File: src/rtl/code_lock_pkg.sv
// code_lock_pkg: shared state encoding and width helpers for the code lock engine.
// Revision 1.0
`default_nettype none

package code_lock_pkg;

  typedef logic [1:0] state_t;

  localparam state_t ST_LOCKED  = 2'd0;
  localparam state_t ST_OPEN    = 2'd1;
  localparam state_t ST_PROG    = 2'd2;
  localparam state_t ST_LOCKOUT = 2'd3;

  function automatic int btn_w(input int num_btn);
    return (num_btn > 1) ? $clog2(num_btn) : 1;
  endfunction

  function automatic int cnt_w(input int code_len);
    return $clog2(code_len + 1);
  endfunction

  function automatic int fail_w(input int max_fail);
    return $clog2(max_fail + 1);
  endfunction

endpackage

`default_nettype wire

File: src/rtl/code_lock_core_if.sv
// code_lock_core_if: button/programming inputs and status outputs of the code lock.
// Revision 1.0
`default_nettype none

interface code_lock_core_if #(
  parameter int NUM_BTN  = 4,
  parameter int CODE_LEN = 4,
  parameter int MAX_FAIL = 3
);
  logic [NUM_BTN-1:0]                            btn_pulse;
  logic                                          prog_req;
  logic                                          unlocked;
  logic                                          lockout;
  logic                                          prog_mode;
  logic [code_lock_pkg::cnt_w(CODE_LEN)-1:0]     digit_cnt;
  logic [code_lock_pkg::fail_w(MAX_FAIL)-1:0]    fail_cnt;
  logic                                          err_pulse;

  modport master (
    output btn_pulse, prog_req,
    input  unlocked, lockout, prog_mode, digit_cnt, fail_cnt, err_pulse
  );

  modport slave (
    input  btn_pulse, prog_req,
    output unlocked, lockout, prog_mode, digit_cnt, fail_cnt, err_pulse
  );
endinterface

`default_nettype wire

File: src/rtl/code_lock_core_down_timer.sv
// down_timer: loadable down-counter that holds at zero and flags it.
// Revision 1.0
`default_nettype none

module down_timer #(
  parameter int WIDTH = 10
) (
  input  logic             clk,
  input  logic             rst_n,
  input  logic             load,
  input  logic [WIDTH-1:0] load_val,
  input  logic             en,
  output logic             zero
);
  logic [WIDTH-1:0] cnt_q, cnt_d;

  always_comb begin
    cnt_d = cnt_q;
    if (load)                  cnt_d = load_val;
    else if (en && cnt_q != '0) cnt_d = cnt_q - WIDTH'(1);
  end

  always_ff @(posedge clk or negedge rst_n) begin
    if (!rst_n) cnt_q <= '0;
    else        cnt_q <= cnt_d;
  end

  assign zero = (cnt_q == '0);
endmodule

`default_nettype wire

File: src/rtl/code_lock_core.sv
// code_lock_core: code-entry lock with lockout and reprogramming; optional idle
// relock when CODE_LOCK_RELOCK_EN is defined. Revision 1.0
`default_nettype none

module code_lock_core #(
  parameter int NUM_BTN  = 4,
  parameter int CODE_LEN = 4,
  parameter logic [CODE_LEN*code_lock_pkg::btn_w(NUM_BTN)-1:0] DEFAULT_CODE = '0,
  parameter int MAX_FAIL    = 3,
  parameter int LOCKOUT_CYC = 1000,
  parameter int RELOCK_CYC  = 5000
) (
  input  logic           clk,
  input  logic           rst_n,
  code_lock_core_if.slave bus
);
  import code_lock_pkg::*;

  localparam int BTN_W  = btn_w(NUM_BTN);
  localparam int CNT_W  = cnt_w(CODE_LEN);
  localparam int FAIL_W = fail_w(MAX_FAIL);
  localparam int CODE_W = CODE_LEN * BTN_W;
  localparam int LK_W   = $clog2(LOCKOUT_CYC + 1);

  // Returns {more-than-one-bit-set, index}; the index is only meaningful for one-hot input.
  function automatic logic [BTN_W:0] encode_btn(input logic [NUM_BTN-1:0] v);
    logic [BTN_W-1:0] idx;
    logic             seen;
    logic             multi;
    idx   = '0;
    seen  = 1'b0;
    multi = 1'b0;
    for (int i = 0; i < NUM_BTN; i++) begin
      if (v[i]) begin
        multi = multi | seen;
        seen  = 1'b1;
        idx   = idx | BTN_W'(i);
      end
    end
    return {multi, idx};
  endfunction

  state_t             state_q, state_d;
  logic [CNT_W-1:0]   digit_q, digit_d;
  logic [FAIL_W-1:0]  fail_q, fail_d;
  logic               miss_q, miss_d;
  logic               err_q, err_d;
  logic [CODE_W-1:0]  code_q, code_d;
  logic [CODE_W-1:0]  stage_q, stage_d;

  logic               press, valid, last, miss_now;
  logic [BTN_W:0]     enc;
  logic [BTN_W-1:0]   digit;
  logic               lk_load, lk_zero, relock_zero;

  assign enc   = encode_btn(bus.btn_pulse);
  assign digit = enc[BTN_W-1:0];
  assign press = |bus.btn_pulse;
  assign valid = press && !enc[BTN_W];
  assign last  = (digit_q == CNT_W'(CODE_LEN - 1));
  assign miss_now = miss_q || !valid || (digit != code_q[int'(digit_q)*BTN_W +: BTN_W]);

  always_comb begin
    state_d = state_q;
    digit_d = digit_q;
    fail_d  = fail_q;
    miss_d  = miss_q;
    err_d   = 1'b0;
    code_d  = code_q;
    stage_d = stage_q;
    lk_load = 1'b0;
    case (state_q)
      ST_LOCKED: if (press) begin
        if (last) begin
          digit_d = '0;
          miss_d  = 1'b0;
          if (!miss_now) begin
            state_d = ST_OPEN;
            fail_d  = '0;
          end else begin
            err_d  = 1'b1;
            fail_d = fail_q + FAIL_W'(1);
            if (fail_q == FAIL_W'(MAX_FAIL - 1)) begin
              state_d = ST_LOCKOUT;
              lk_load = 1'b1;
            end
          end
        end else begin
          digit_d = digit_q + CNT_W'(1);
          miss_d  = miss_now;
        end
      end
      ST_LOCKOUT: begin
        digit_d = '0;
        if (lk_zero) begin
          state_d = ST_LOCKED;
          fail_d  = '0;
        end
      end
      ST_OPEN: begin
        digit_d = '0;
        if (bus.prog_req)            state_d = ST_PROG;
        else if (press || relock_zero) state_d = ST_LOCKED;
      end
      ST_PROG: if (press) begin
        if (!valid) begin
          err_d   = 1'b1;
          digit_d = '0;
          state_d = ST_OPEN;
        end else begin
          stage_d[int'(digit_q)*BTN_W +: BTN_W] = digit;
          if (last) begin
            code_d  = stage_d;
            digit_d = '0;
            state_d = ST_OPEN;
          end else begin
            digit_d = digit_q + CNT_W'(1);
          end
        end
      end
      default: state_d = ST_LOCKED;
    endcase
  end

  always_ff @(posedge clk or negedge rst_n) begin
    if (!rst_n) begin
      state_q <= ST_LOCKED;
      digit_q <= '0;
      fail_q  <= '0;
      miss_q  <= 1'b0;
      err_q   <= 1'b0;
      code_q  <= DEFAULT_CODE;
      stage_q <= '0;
    end else begin
      state_q <= state_d;
      digit_q <= digit_d;
      fail_q  <= fail_d;
      miss_q  <= miss_d;
      err_q   <= err_d;
      code_q  <= code_d;
      stage_q <= stage_d;
    end
  end

  down_timer #(.WIDTH(LK_W)) u_lockout_timer (
    .clk      (clk),
    .rst_n    (rst_n),
    .load     (lk_load),
    .load_val (LK_W'(LOCKOUT_CYC - 1)),
    .en       (state_q == ST_LOCKOUT),
    .zero     (lk_zero)
  );

`ifdef CODE_LOCK_RELOCK_EN
  localparam int RL_W = $clog2(RELOCK_CYC + 1);
  logic relock_load;
  // Reload on every entry to OPEN (including the return from PROG) and on any activity in OPEN.
  assign relock_load = ((state_d == ST_OPEN) && (state_q != ST_OPEN)) ||
                       ((state_q == ST_OPEN) && (press || bus.prog_req));

  down_timer #(.WIDTH(RL_W)) u_relock_timer (
    .clk      (clk),
    .rst_n    (rst_n),
    .load     (relock_load),
    .load_val (RL_W'(RELOCK_CYC - 1)),
    .en       (state_q == ST_OPEN),
    .zero     (relock_zero)
  );
`else
  logic relock_unused;
  assign relock_unused = (RELOCK_CYC > 0);
  assign relock_zero   = 1'b0;
`endif

  assign bus.unlocked  = (state_q == ST_OPEN) || (state_q == ST_PROG);
  assign bus.lockout   = (state_q == ST_LOCKOUT);
  assign bus.prog_mode = (state_q == ST_PROG);
  assign bus.digit_cnt = digit_q;
  assign bus.fail_cnt  = fail_q;
  assign bus.err_pulse = err_q;
endmodule

`default_nettype wire
File: src/flat_wrapper.sv
// flat-port wrapper written by rule: the top's interface ports become plain ports
module code_lock_core_flat import code_lock_pkg::*;
#(
  parameter int NUM_BTN  = 4,
  parameter int CODE_LEN = 4,
  parameter logic [CODE_LEN*code_lock_pkg::btn_w(NUM_BTN)-1:0] DEFAULT_CODE = '0,
  parameter int MAX_FAIL    = 3,
  parameter int LOCKOUT_CYC = 1000,
  parameter int RELOCK_CYC  = 5000
)
  (clk, rst_n, bus_btn_pulse, bus_prog_req, bus_unlocked, bus_lockout, bus_prog_mode, bus_digit_cnt, bus_fail_cnt, bus_err_pulse);
  code_lock_core_if #(.NUM_BTN(NUM_BTN), .CODE_LEN(CODE_LEN), .MAX_FAIL(MAX_FAIL)) bus_i ();
  input  logic clk;
  input  logic rst_n;
  input wire logic [$bits(bus_i.btn_pulse)-1:0] bus_btn_pulse;
  input wire logic [$bits(bus_i.prog_req)-1:0] bus_prog_req;
  output wire logic [$bits(bus_i.unlocked)-1:0] bus_unlocked;
  output wire logic [$bits(bus_i.lockout)-1:0] bus_lockout;
  output wire logic [$bits(bus_i.prog_mode)-1:0] bus_prog_mode;
  output wire logic [$bits(bus_i.digit_cnt)-1:0] bus_digit_cnt;
  output wire logic [$bits(bus_i.fail_cnt)-1:0] bus_fail_cnt;
  output wire logic [$bits(bus_i.err_pulse)-1:0] bus_err_pulse;
  assign bus_i.btn_pulse = bus_btn_pulse;
  assign bus_i.prog_req = bus_prog_req;
  assign bus_unlocked = bus_i.unlocked;
  assign bus_lockout = bus_i.lockout;
  assign bus_prog_mode = bus_i.prog_mode;
  assign bus_digit_cnt = bus_i.digit_cnt;
  assign bus_fail_cnt = bus_i.fail_cnt;
  assign bus_err_pulse = bus_i.err_pulse;
  code_lock_core #(.NUM_BTN(NUM_BTN), .CODE_LEN(CODE_LEN), .DEFAULT_CODE(DEFAULT_CODE), .MAX_FAIL(MAX_FAIL), .LOCKOUT_CYC(LOCKOUT_CYC), .RELOCK_CYC(RELOCK_CYC)) u_core (.clk(clk), .rst_n(rst_n), .bus(bus_i));
endmodule
File: config.mk
export PLATFORM = sky130hd
export DESIGN_NAME = code_lock_core_flat
export DESIGN_NICKNAME = d
export VERILOG_FILES = /design/src/rtl/code_lock_pkg.sv /design/src/rtl/code_lock_core_if.sv /design/src/rtl/code_lock_core_down_timer.sv /design/src/rtl/code_lock_core.sv /design/src/flat_wrapper.sv
export SDC_FILE = /design/constraint.sdc
export NUM_CORES = 1
export LEC_CHECK = 0
export CELL_PAD_IN_SITES_DETAIL_PLACEMENT = 1
export CELL_PAD_IN_SITES_GLOBAL_PLACEMENT = 2
export CORE_AREA = 2 2 82 84
export DETAILED_ROUTE_END_ITERATION = 6
export DIE_AREA = 0 0 84 86
export PLACE_DENSITY = 0.77
export SETUP_SLACK_MARGIN = 0.15
export SYNTH_ARGS = -nofsm -noshare
export SYNTH_HDL_FRONTEND = slang
export SYNTH_HIERARCHICAL = 1
export SYNTH_SLANG_ARGS = --single-unit
File: constraint.sdc
create_clock -name clk -period 3.39 [get_ports clk]
set_input_delay 0.5085 -clock clk [delete_from_list [all_inputs] [get_ports clk]]
set_output_delay 0.5085 -clock clk [all_outputs]
set_load 0.02 [all_outputs]
**Word level (Yosys, flattened, before mapping)**

Index checks and enable logic that the tools add are counted.

- Output and inout bits: 9
- Logic and storage cells: 94
- Register bits: 35
- Input bits: 7

- Bitwise logic cells: 2
- Reductions and logical operators: 20
- Multiplexer cells: 44
- Equality and inequality tests: 13
- Add/sub/neg operators: 4
- Shift-type cells: 3

Operators by type and width:

| cell | count |
|---|---|
| 4-bit negation with 33-bit output | 1 |
| 2-bit by 33-bit variable shift with 8-bit output (first input constant) | 1 |
| 2-bit by 33-bit indexed part select with 8-bit output | 1 |
| 2-bit two-way mux | 15 |
| 10-bit two-way mux | 2 |
| 1-bit two-way mux | 18 |
| 3-bit two-way mux | 4 |
| 10-bit logical NOT | 1 |
| 10-bit nonzero test | 1 |
| 10-bit by 1-bit subtractor with 10-bit output (second input constant) | 1 |
| 3-bit one-hot mux with 3 select lines | 1 |
| 8-bit bitwise mux | 1 |
| 2-bit by 1-bit inequality test with 1-bit output (second input constant) | 4 |
| 2-bit one-hot mux with 4 select lines | 1 |
| 4-bit AND reduction | 2 |
| 8-bit by 5-bit indexed part select with 2-bit output | 1 |
| 7-bit AND reduction | 1 |
| 2-bit == test (second input constant) | 3 |
| 3-bit inequality test (second input constant) | 2 |
| 2-bit one-hot mux with 2 select lines | 1 |
| 2-bit AND reduction | 2 |
| 2-bit nonzero test | 2 |
| 4-bit OR reduction | 1 |
| 3-bit by 1-bit adder with 3-bit output (second input constant) | 1 |
| 13 further kinds | 18 |

**Depth between registers and ports, before layout**

Gate-level depths: netlist of run 1.

- Depth in word-level cells: 16
- Gate-level depth with buffers: 10
- Depth with buffers taken out: 9

**By module**

Netlist of run 1, hierarchy kept.

By module, submodules not included:

| module | cells each | sequential area each (sq um) | area an instance (sq um) | times used |
|---|---|---|---|---|
| code_lock_core | 181 | 625.6 | 1660.3 | 1 |
| down_timer | 67 | 250.2 | 621.8 | 1 |

**Worst setup path before layout of run 1**

OpenSTA, ideal clock, no wires.

- Path type: flip-flop to flip-flop
- From: register u_core.digit_q[0], in the netlist u_core/bus.digit_cnt[0]
- To: register u_core.u_lockout_timer.cnt_q[0]
- Buffers on the path: 2
- Cell stages (with the launch flop): 9
- Clock period less this slack: 2.708 ns
- Setup slack: 0.682 ns
- Setup time: 0.135 ns
- Required time: 3.255 ns
- Arrival time: 2.573 ns
- Cells stage by stage: dfrtp_1 > mux4_1 > nand4b_1 > o41ai_4 > a21o_2 > nor3_1 > clkbuf_1 > clkbuf_1 > o21ai_0

- Cells in the longest elaborated chain, start to end: 8
- Elaborated cells on any way between the ends: 10
- Those cells by class: 2 x eq/ne; 1 x shift; 5 x mux; 2 x reduce/logical

Ends and longest elaborated chain:

| element | RTL line | RTL |
|---|---|---|
| start: declaration | code_lock_core.sv:44 | `logic [CNT_W-1:0] digit_q, digit_d;` |
| start signal: assignment | code_lock_core.sv:136 | `digit_q <= digit_d;` |
| 8-bit by 5-bit indexed part select with 2-bit output | code_lock_core.sv:61 | `assign miss_now = miss_q \|\| !valid \|\| (digit != code_q[int'(digit_q)*BTN_W +: BTN_W]);` |
| 2-bit inequality test | code_lock_core.sv:61 |  |
| 1-bit logical OR | code_lock_core.sv:61 |  |
| 1-bit two-way mux | code_lock_core.sv:77 | `if (!miss_now) begin` |
| 1-bit two-way mux (*) | code_lock_core.sv:74 | `if (last) begin` |
| 1-bit two-way mux (*) | code_lock_core.sv:73 | `ST_LOCKED: if (press) begin` |
| 1-bit two-way mux (*) | code_lock_core.sv:72 | `case (state_q)` |
| net u_core.lk_load | code_lock_core.sv:54 | `logic lk_load, lk_zero, relock_zero;` |
| 10-bit two-way mux / 2-bit nonzero test (equally long branches) | - |  |
| end signal: assignment | code_lock_core_down_timer.sv:25 | `else cnt_q <= cnt_d;` |
| end: declaration | code_lock_core_down_timer.sv:15 | `logic [WIDTH-1:0] cnt_q, cnt_d;` |

Mark *: on every way through the listed nets, which the timed path passes. The rest lies on a longest branch.
A chain may end at the register's enable or synchronous reset.

**Final worst setup path of run 1**

- From: register u_core.digit_q[0], in the netlist u_core/bus.digit_cnt[0]
- To: register u_core.u_lockout_timer.cnt_q[7]

Same word-level chain as after synthesis.

==> out/results.ini, run 1 <==
[run_status]
outcome=finished clean

[routing]
antenna_left=0
first_iter_violations=66
post_drt_wl_per_cell_um=15.5
drt-total-wl_um=5440
dr.pass1.iters=4
viasPerCell=5.27
vias=1849
drc=0

[placed_design]
placed_cells=343
place_area_mm2=0.00255
hpwl_um=4070
io_buffers=15
place_congestion=0.752

[cells_and_area]
regArea_um2=876
fillCellCount=741
antenna_cells=0
fin_nets=292
fin_area_mm2=0.00265
syn_to_final_growth_pct=16.2
multi_input_area_mm2=0.00135
drive_above_1_share_pct=11.3
final_cells=351
fin_util_pct=42.2

[setup_path]
critPathSlowestCell=mux4_1
cpPeakStageDelay_ps=700
worstPathArrival_ps=3190
critPathRequiredTime_ps=3610
cp_max_fo=10
cp_cell_sequence=mux4_1, o21a_1, o41ai_4, a21o_2, nor3_2, buf_4, or4_1, nand3_1
end_kind=register
cp-startpoint=u_core/bus.digit_cnt[0]
startpoint_type=register
worstSetupPathType=reg -> reg
rr_startpoint=u_core/bus.digit_cnt[0]
reg2reg_depth=8

[timing]
fmax_ghz=0.338
period_needed_ps=2960
slew_headroom_pct=33.2
tightestPinTransition_ps=997
rsz0062_at_grt=no
hold_viol=0
fin_crit_sh_pct=87.4
clock_skew_ps=5.33
maxSlewViolCount=0
tns_ps=0
setup_viol=0

[cts]
ctsResizeCount=0
cts.path.max_buffers=2
ctsHoldBuffers=0
path_clk_slew_ps=70
cts_sinks=35
htreeDepth=2
worstSkewPairLatency_ps=290
cts-buffers-inserted=5
cts_setup_buffers=0
clockRootBuffer=clkbuf_8
cts_tree=built

[power]
clockPowerShare_pct=19.3
p_per_area_mw_per_mm2=669
p_comb_share_pct=45.1
p_sw_uw=709
ir_drop_mv=0.525
power_mw=1.77
p_int_mw=1.06
p_leak_nw=1.12
seqPwrFrac_pct=35.6
switching_share_pct=40.0

[synth]
ys_seq_elements=35
synthTopCellsByCount=35 x dfrtp_1, 27 x nand2_1, 18 x nor2_1
synth_edf_count=0
syn-cell-area_mm2=0.00228
ys.flop_type=dfrtp_1
yosysMostFrequentCell=dfrtp_1
synth.largest_area_cell=dfrtp_1
seq_area_frac_synth_pct=38.4
synth_area_leaders=dfrtp_1 38%, ha_1 6.6%, nand2_1 4.4%, mux2_2 3.9%, o21ai_0 3.7%
ys.warnings.count=6
yosysUniqueCellTypes=58
synth_top_area_share_pct=38.4
syn_avg_cell_area_um2=9.20
synthCells=248
async_flop_share_pct=100

[die]
dieHeight_um=86
rows=29
initial_utilization_pct=36.4
die_width_um=84
ios=16
coreArea_mm2=0.00628
die-area_mm2=0.00722

[grt]
overflow=0
grt_start_max_net_pins=36
grt_pass1_wl_um=9270
grt_antenna_before_repair=0
grt_pass1_vias=1842
gr-usage-all-layers_pct=16.3

[worst_hold_path]
hold_path.class=in -> async

[flow_run]
max_cap_viol_count=0

[placed cells by master (no fill, tap or decap), types with 3 or more instances in the layout]
| cell | instances |
|---|---|
| xor2_1 | 3 |
| or3_1 | 3 |
| nor2b_1 | 5 |
| o21ai_1 | 3 |
| o211ai_1 | 3 |
| nand4_1 | 3 |
| dfrtp_1 | 35 |
| inv_1 | 14 |
| clkbuf_8 | 7 |
| conb_1 | 10 |
| nor2_1 | 18 |
| o31a_1 | 3 |
| nor3_1 | 12 |
| o21ai_0 | 17 |
| mux2_2 | 8 |
| nand2b_1 | 4 |
| nand2_1 | 27 |
| clkdlybuf4s50_1 | 14 |
| nand3_1 | 4 |
| a22oi_1 | 3 |
| a21oi_1 | 14 |
| buf_4 | 4 |
| ha_1 | 12 |
| a21o_1 | 3 |
[sequential cells by signal, summed over array words and instances (netlist names)]
name	count
u_core/code_q	8
u_core/bus.err_pulse	1
u_core/stage_q	8
u_core/miss_q	1
u_core/bus.fail_cnt	2
u_core/u_lockout_timer/cnt_q	10
u_core/bus.digit_cnt	3
u_core/state_q	2
[worst max-delay path, delay by kind of cell, from the launching register on]
kind                   cells  cell delay, ps
AO/OA/AOI/OAI              3             770
multiplexers               1             700
AND/OR/NAND/NOR            3             680
flip-flops                 1             570
buffers and inverters      1             180
[worst paths after layout]
path	to	slack [ps]
worst min register to register	u_core/code_q[4]	480
worst min-delay path	u_core/stage_q[7]	310
min in group clk	u_core/code_q[4]	480
worst max register to register	u_core/u_lockout_timer/cnt_q[7]	430
worst max-delay path	u_core/u_lockout_timer/cnt_q[7]	430
max in group asynchronous	u_core/bus.fail_cnt[0]	2550
[logic make-up after synthesis]
family                     after synthesis  share of synthesized area (%)
and+or+nand+nor                         93                           21.3
AOI/OAI and AO/OA                       67                           20.8
DFF                                     35                           38.4
buffers and inverters                   23                           3.95
adders and majority gates               13                           7.02
muxes                                   11                           6.69
xor gates and xnor gates                 4                           1.54
other                                    2                          0.329
[stage by stage]
step / hold WS [ps] / worst slack, ps
2_1_floorplan: 213 / 682
3_3_place_gp: 463 / 431
3_5_place_dp: 467 / 372
4_1_cts: 351 / 434
5_1_grt: 379 / 245
6_report: 310 / 429
[cell type report]
class / instances / share of cell area [%]
multi-input cells: 198 / 51.0
flip-flops and latches: 35 / 33.0
repair buffers: 19 / 6.61
clock buffers: 8 / 3.78
well taps: 77 / 3.63
inverters: 14 / 1.98
[per-layer routing]
metal | vias up | track usage, % | share of wire [%]
met3 | 7 | 2.89 | 2.5
li1 | 933 | - | -
met5 | - | 0 | 0
met2 | 19 | 25.1 | 44
met1 | 890 | 23.3 | 53
met4 | 0 | 5.28 | 1.4
[power groups by stage]
stage / logic (mW) / registers, mW / clock network (mW)
after CTS: 0.808 / 0.634 / 0.355
after global placement: 0.801 / 0.641 / 0
after global routing: 0.900 / 0.654 / 0.371
after floorplan: 0.570 / 0.633 / 0
final: 0.800 / 0.631 / 0.342
after detailed placement: 0.805 / 0.642 / 0
(Power assumes the default switching activity.)
==> run 2, diff against run 1 <==
--- a/config.mk
+++ b/config.mk
@@ -10,6 +10,7 @@
 export CORE_AREA = 2 2 82 84
 export DETAILED_ROUTE_END_ITERATION = 6
 export DIE_AREA = 0 0 84 86
+export MAX_ROUTING_LAYER = met4
 export PLACE_DENSITY = 0.77
 export SETUP_SLACK_MARGIN = 0.15
 export SYNTH_ARGS = -nofsm -noshare
==> run 2 against run 1 <==
  * Critical path depth stayed put
  * Highest routed layer unchanged
  * Sequential share of layout area stayed put
  * Critical endpoint unchanged
  * Count of clock-buffer cells in the layout unchanged
  * Global-route usage rose by 0.49 points
==> out/results.ini, run 2 (synthesis results as in run 1) <==
[setup_path]
end_kind=register
cp.depth=8  ; unchanged
worstPathArrival_ps=3180  ; about the same
cp_cell_sequence=mux4_1, o21a_1, o41ai_4, a21o_2, nor3_2, buf_4, or4_1, nand3_1
startpoint_type=register
cp_max_fo=10  ; unchanged
cpPeakStageDelay_ps=690  ; about the same
cp_top_family=compound AO/OA/AOI/OAI gates
path_buf_inv=1  ; unchanged
critPathSlowestCell=mux4_1
reg2reg_depth=8  ; unchanged
critPathRequiredTime_ps=3610  ; about the same
worstSetupPathType=reg -> reg

[cts]
cts-buffers-inserted=5  ; unchanged
cts_tree=built
path_clk_slew_ps=70  ; about the same
htreeDepth=2  ; unchanged
cts_sinks=35  ; unchanged
clockRootBuffer=clkbuf_8
ctsResizeCount=0  ; unchanged
cts_setup_buffers=0  ; unchanged
worstSkewPairLatency_ps=290  ; about the same
ctsHoldBuffers=0  ; unchanged
cts.path.max_buffers=2  ; unchanged

[die]
initial_utilization_pct=36.4  ; unchanged
coreArea_mm2=0.00628  ; unchanged
rows=29  ; unchanged
die-area_mm2=0.00722  ; unchanged
dieHeight_um=86  ; unchanged
die_width_um=84  ; unchanged
ios=16  ; unchanged

[cells_and_area]
drive_above_1_share_pct=11.3  ; unchanged
top_register=u_core/u_lockout_timer/cnt_q
top_regs=u_core/u_lockout_timer/cnt_q (10), u_core/code_q (8), u_core/stage_q (8)
antenna_cells=0  ; unchanged
final_common_cell=dfrtp_1
fin_area_mm2=0.00265  ; unchanged
fin_util_pct=42.2  ; unchanged
layout_common_cells=35 x dfrtp_1, 27 x nand2_1, 18 x nor2_1, 17 x o21ai_0
largest_register_ffs=10  ; unchanged
fin_nets=292  ; unchanged
syn_to_final_growth_pct=16.2  ; unchanged

[power]
power_mw=1.77  ; about the same
ir_drop_mv=0.525  ; -0.11%
p_leak_nw=1.12  ; unchanged
p_per_area_mw_per_mm2=668  ; about the same

[grt]
grt_start_max_net_pins=36  ; unchanged
overflow=0  ; unchanged
gr-usage-all-layers_pct=16.8  ; +0.49 points
gr-usage-met1_pct=23.3  ; unchanged
grt_pass1_vias=1843  ; +0.054%
grt_antenna_before_repair=0  ; unchanged
met2_usage_pct=25.1  ; unchanged
grt_pass1_wl_um=9270  ; about the same
busiest_layer=met2
grtUsageMet3_pct=2.89  ; unchanged

[placed_design]
io_buffers=15  ; unchanged
hpwl_um=4070  ; unchanged
place_congestion=0.762  ; +1.3%
place_area_mm2=0.00255  ; unchanged
post-place-ws_ps=372  ; unchanged

[timing]
tightestPinTransition_ps=1030  ; +33.2 ps
period_needed_ps=2960  ; -3.44 ps
tns_ps=0  ; unchanged
fmax_ghz=0.338  ; +0.12%
maxSlewViolCount=0  ; unchanged
setup_viol=0  ; unchanged
fin_crit_sh_pct=87.3  ; -0.10 points
worst_slack_ps=432  ; +3.44 ps
rsz0062_at_grt=no
slew_headroom_pct=31.0  ; -2.2 points
clock_skew_ps=5.73  ; +0.402 ps
hold_viol=0  ; unchanged

[routing]
post_drt_wl_per_cell_um=15.5  ; +0.28%
first_iter_violations=72  ; +9.1%
dr.pass1.iters=4  ; unchanged
drc=0  ; unchanged
drt-total-wl_um=5450  ; +0.28%
viasPerCell=5.29  ; +0.38%
antenna_left=0  ; unchanged
vias=1856  ; +0.38%

[worst_hold_path]
hold_path.class=in -> async

[run_status]
outcome=finished clean

[flow_run]
max_cap_viol_count=0  ; unchanged

-- run 2: cell type report --
type | count | area [um2]
fill | 741 | 3630
sequential | 35 | 876
multi-input combinational | 198 | 1350
tap | 77 | 96.3
timing repair buffer | 19 | 175
clock buffer | 8 | 100
inverter | 14 | 52.6
-- run 2: through the flow --
| stage | cells | hold slack [ps] |
|---|---|---|
| finish | 351 | 311 |
| CTS | 351 | 351 |
| detailed placement | 343 | 467 |
| global route | 351 | 379 |
| global placement | 343 | 463 |
| floorplan | 256 | 213 |
-- run 2: per-layer routing --
layer	part of all wire [%]	wire [um]	vias to the layer above
met5	0	0	-
met4	1.4	74	0
met3	2.3	124	7
met2	43	2350	17
met1	53	2910	896
li1	-	-	936
-- run 2: final timing paths --
path,from,to,slack (ps)
setup / recovery,u_core/bus.digit_cnt[0],u_core/u_lockout_timer/cnt_q[7],430
hold / removal,rst_n,u_core/stage_q[7],310
setup reg to reg,u_core/bus.digit_cnt[0],u_core/u_lockout_timer/cnt_q[7],430
hold reg to reg,u_core/code_q[2],u_core/code_q[2],480
max in group asynchronous,rst_n,u_core/bus.fail_cnt[0],2550
min in group clk,u_core/code_q[2],u_core/code_q[2],480
-- run 2: power by group --
group / switching [mW] / internal, mW
clock network: 0.156 / 0.186
registers: 0.110 / 0.521
logic: 0.442 / 0.358
-- run 2: worst reg2reg max path, cell delays in order (launching register included) --
cell and delay, ps:
dfrtp_1 570, mux4_1 700, o21a_1 240, o41ai_4 290, a21o_2 240, nor3_2 70
buf_4 180, or4_1 510, nand3_1 100
==> run 3, diff against run 2 <==
--- a/config.mk
+++ b/config.mk
@@ -7,11 +7,12 @@
 export LEC_CHECK = 0
 export CELL_PAD_IN_SITES_DETAIL_PLACEMENT = 1
 export CELL_PAD_IN_SITES_GLOBAL_PLACEMENT = 2
-export CORE_AREA = 2 2 82 84
+export CORE_AREA = 2 2 79 81
 export DETAILED_ROUTE_END_ITERATION = 6
-export DIE_AREA = 0 0 84 86
+export DIE_AREA = 0 0 81 83
+export DONT_BUFFER_PORTS = 1
 export MAX_ROUTING_LAYER = met4
-export PLACE_DENSITY = 0.77
+export PLACE_DENSITY = 0.86
 export SETUP_SLACK_MARGIN = 0.15
 export SYNTH_ARGS = -nofsm -noshare
 export SYNTH_HDL_FRONTEND = slang
==> run 3 against run 2 <==
  * Flip-flop and latch count unchanged
  * Global-route usage up 1.2 points
  * Clock skew down 1.9 ps
  * Fmax rose by 11%
  * Core utilization increased by 0.94 points
  * Die area is 6.9% lower
  * Wire length rose by 1.6%
==> out/results.ini, run 3 (synthesis results as in run 1) <==
[run_status]
outcome=finished clean

[cells_and_area]
antenna_cells=0  ; unchanged
fin_nets=278  ; -4.8%
top_register=u_core/u_lockout_timer/cnt_q
final_common_cell=dfrtp_1
drive_above_1_share_pct=12.0  ; +0.66 points
final_cells=334  ; -4.8%
syn_to_final_growth_pct=10.0
top_regs=u_core/u_lockout_timer/cnt_q (10), u_core/code_q (8), u_core/stage_q (8)
layout_common_cells=35 x dfrtp_1, 27 x nand2_1, 18 x nor2_1, 17 x o21ai_0
fin_util_pct=43.2  ; +0.94 points
largest_register_ffs=10  ; unchanged

[flow_run]
max_cap_viol_count=0  ; unchanged

[routing]
viasPerCell=5.52  ; +4.4%
drt-total-wl_um=5540  ; +1.6%
drc=0  ; unchanged
first_iter_violations=90  ; +25%
antenna_left=0  ; unchanged
dr.pass1.iters=4  ; unchanged
vias=1843  ; -0.70%
post_drt_wl_per_cell_um=16.6  ; +6.7%

[grt]
grt_pass1_wl_um=9200  ; -0.74%
gr-usage-all-layers_pct=18.0  ; +1.2 points
overflow=0  ; unchanged
grt_antenna_before_repair=0  ; unchanged
grt_start_max_net_pins=36  ; unchanged
grt_pass1_vias=1879  ; +2.0%

[cts]
cts-buffers-inserted=5  ; unchanged
cts.path.max_buffers=2  ; unchanged
clockRootBuffer=clkbuf_8
path_clk_slew_ps=70  ; about the same
worstSkewPairLatency_ps=280  ; about the same
htreeDepth=2  ; unchanged
cts_sinks=35  ; unchanged
cts_tree=built

[timing]
maxSlewViolCount=0  ; unchanged
setup_viol=0  ; unchanged
period_needed_ps=2670  ; -291 ps
clock_skew_ps=3.81  ; -1.92 ps
fin_crit_sh_pct=78.7  ; -8.6 points
tightestPinTransition_ps=1020  ; -14.0 ps
tns_ps=0  ; unchanged
slew_headroom_pct=32.0  ; +0.94 points
hold_viol=0  ; unchanged
fmax_ghz=0.375  ; +11%
rsz0062_at_grt=no

[power]
p_per_area_mw_per_mm2=673  ; +0.71%
power_mw=1.69  ; -4.6%
p_leak_nw=1.07  ; -4.5%
ir_drop_mv=0.367  ; -30%

[setup_path]
worstSetupPathType=reg -> reg
cp_max_fo=8  ; -2
regToRegSetupSlack_ps=720  ; +290 ps
critPathRequiredTime_ps=3610  ; about the same
startpoint_type=register
end_kind=register
worstPathArrival_ps=2890  ; -290 ps

[placed_design]
hpwl_um=4250  ; +4.3%
placed_cells=326  ; -5.0%
place_congestion=0.770  ; +1.0%
io_buffers=0  ; -15

[die]
rows=28  ; -3.4%
die-area_mm2=0.00672  ; -6.9%
initial_utilization_pct=39.2  ; +2.9 points
die_width_um=81  ; -3.6%
ios=16  ; unchanged
dieHeight_um=83  ; -3.5%
coreArea_mm2=0.00582  ; -7.4%

[worst_hold_path]
hold_path.class=in -> async

-- run 3: repair_timing --
item,in CTS,in global routing
endpoints found under the hold margin,35,0
hold buffers,1,0
setup buffers,0,0
resized for setup,0,0
-- run 3: critical path: stages (launching register included) --
cell and delay (ps):
dfrtp_1 390, mux4_1 630, o21a_1 250, o41ai_4 290, a21o_2 240, nor3_2 50
buf_4 170, or4_1 510, nand3_1 90
-- run 3: power by group --
part           leakage, nW  switching [mW]  internal, mW
logic                0.580           0.434         0.308
registers            0.444           0.123         0.521
clock network       0.0470           0.146         0.159
-- run 3: layer usage --
metal / track usage [%] / vias to the layer above / share of wire (%)
met5: - / - / 0
met4: 4.62 / 0 / 1.2
met3: 2.93 / 6 / 2.1
met2: 29.2 / 15 / 50
met1: 23.2 / 917 / 47
li1: - / 905 / -
-- run 3: metrics by stage --
stage	hold slack, ps	worst slack, ps	instance area [um2]
final	50.3	723	2510
after global routing	47.7	590	2510
after CTS	47.8	708	2510
after detailed placement	214	713	2400
after global placement	214	784	2400
after floorplan	213	682	2310
-- run 3: layout make-up --
| cell class | instances | area, um2 |
|---|---|---|
| clock buffer | 6 | 82.6 |
| sequential | 35 | 876 |
| inverter | 14 | 52.6 |
| clock inverter | 1 | 5.00 |
| timing repair buffer | 5 | 50.0 |
| fill | 702 | 3300 |
| tap | 75 | 93.8 |
| multi-input combinational | 198 | 1350 |
-- run 3: path summary, 6_finish.rpt --
| check | startpoint | cells past startpoint | endpoint |
|---|---|---|---|
| min in group clk | bus_btn_pulse[3] | 2 | u_core/bus.err_pulse |
| hold reg to reg | u_core/stage_q[7] | 1 | u_core/stage_q[7] |
| setup reg to reg | u_core/bus.digit_cnt[0] | 8 | u_core/u_lockout_timer/cnt_q[7] |
| max in group asynchronous | rst_n | 1 | u_core/u_lockout_timer/cnt_q[3] |
| setup / recovery | u_core/bus.digit_cnt[0] | 8 | u_core/u_lockout_timer/cnt_q[7] |
| hold / removal | rst_n | 1 | u_core/stage_q[7] |
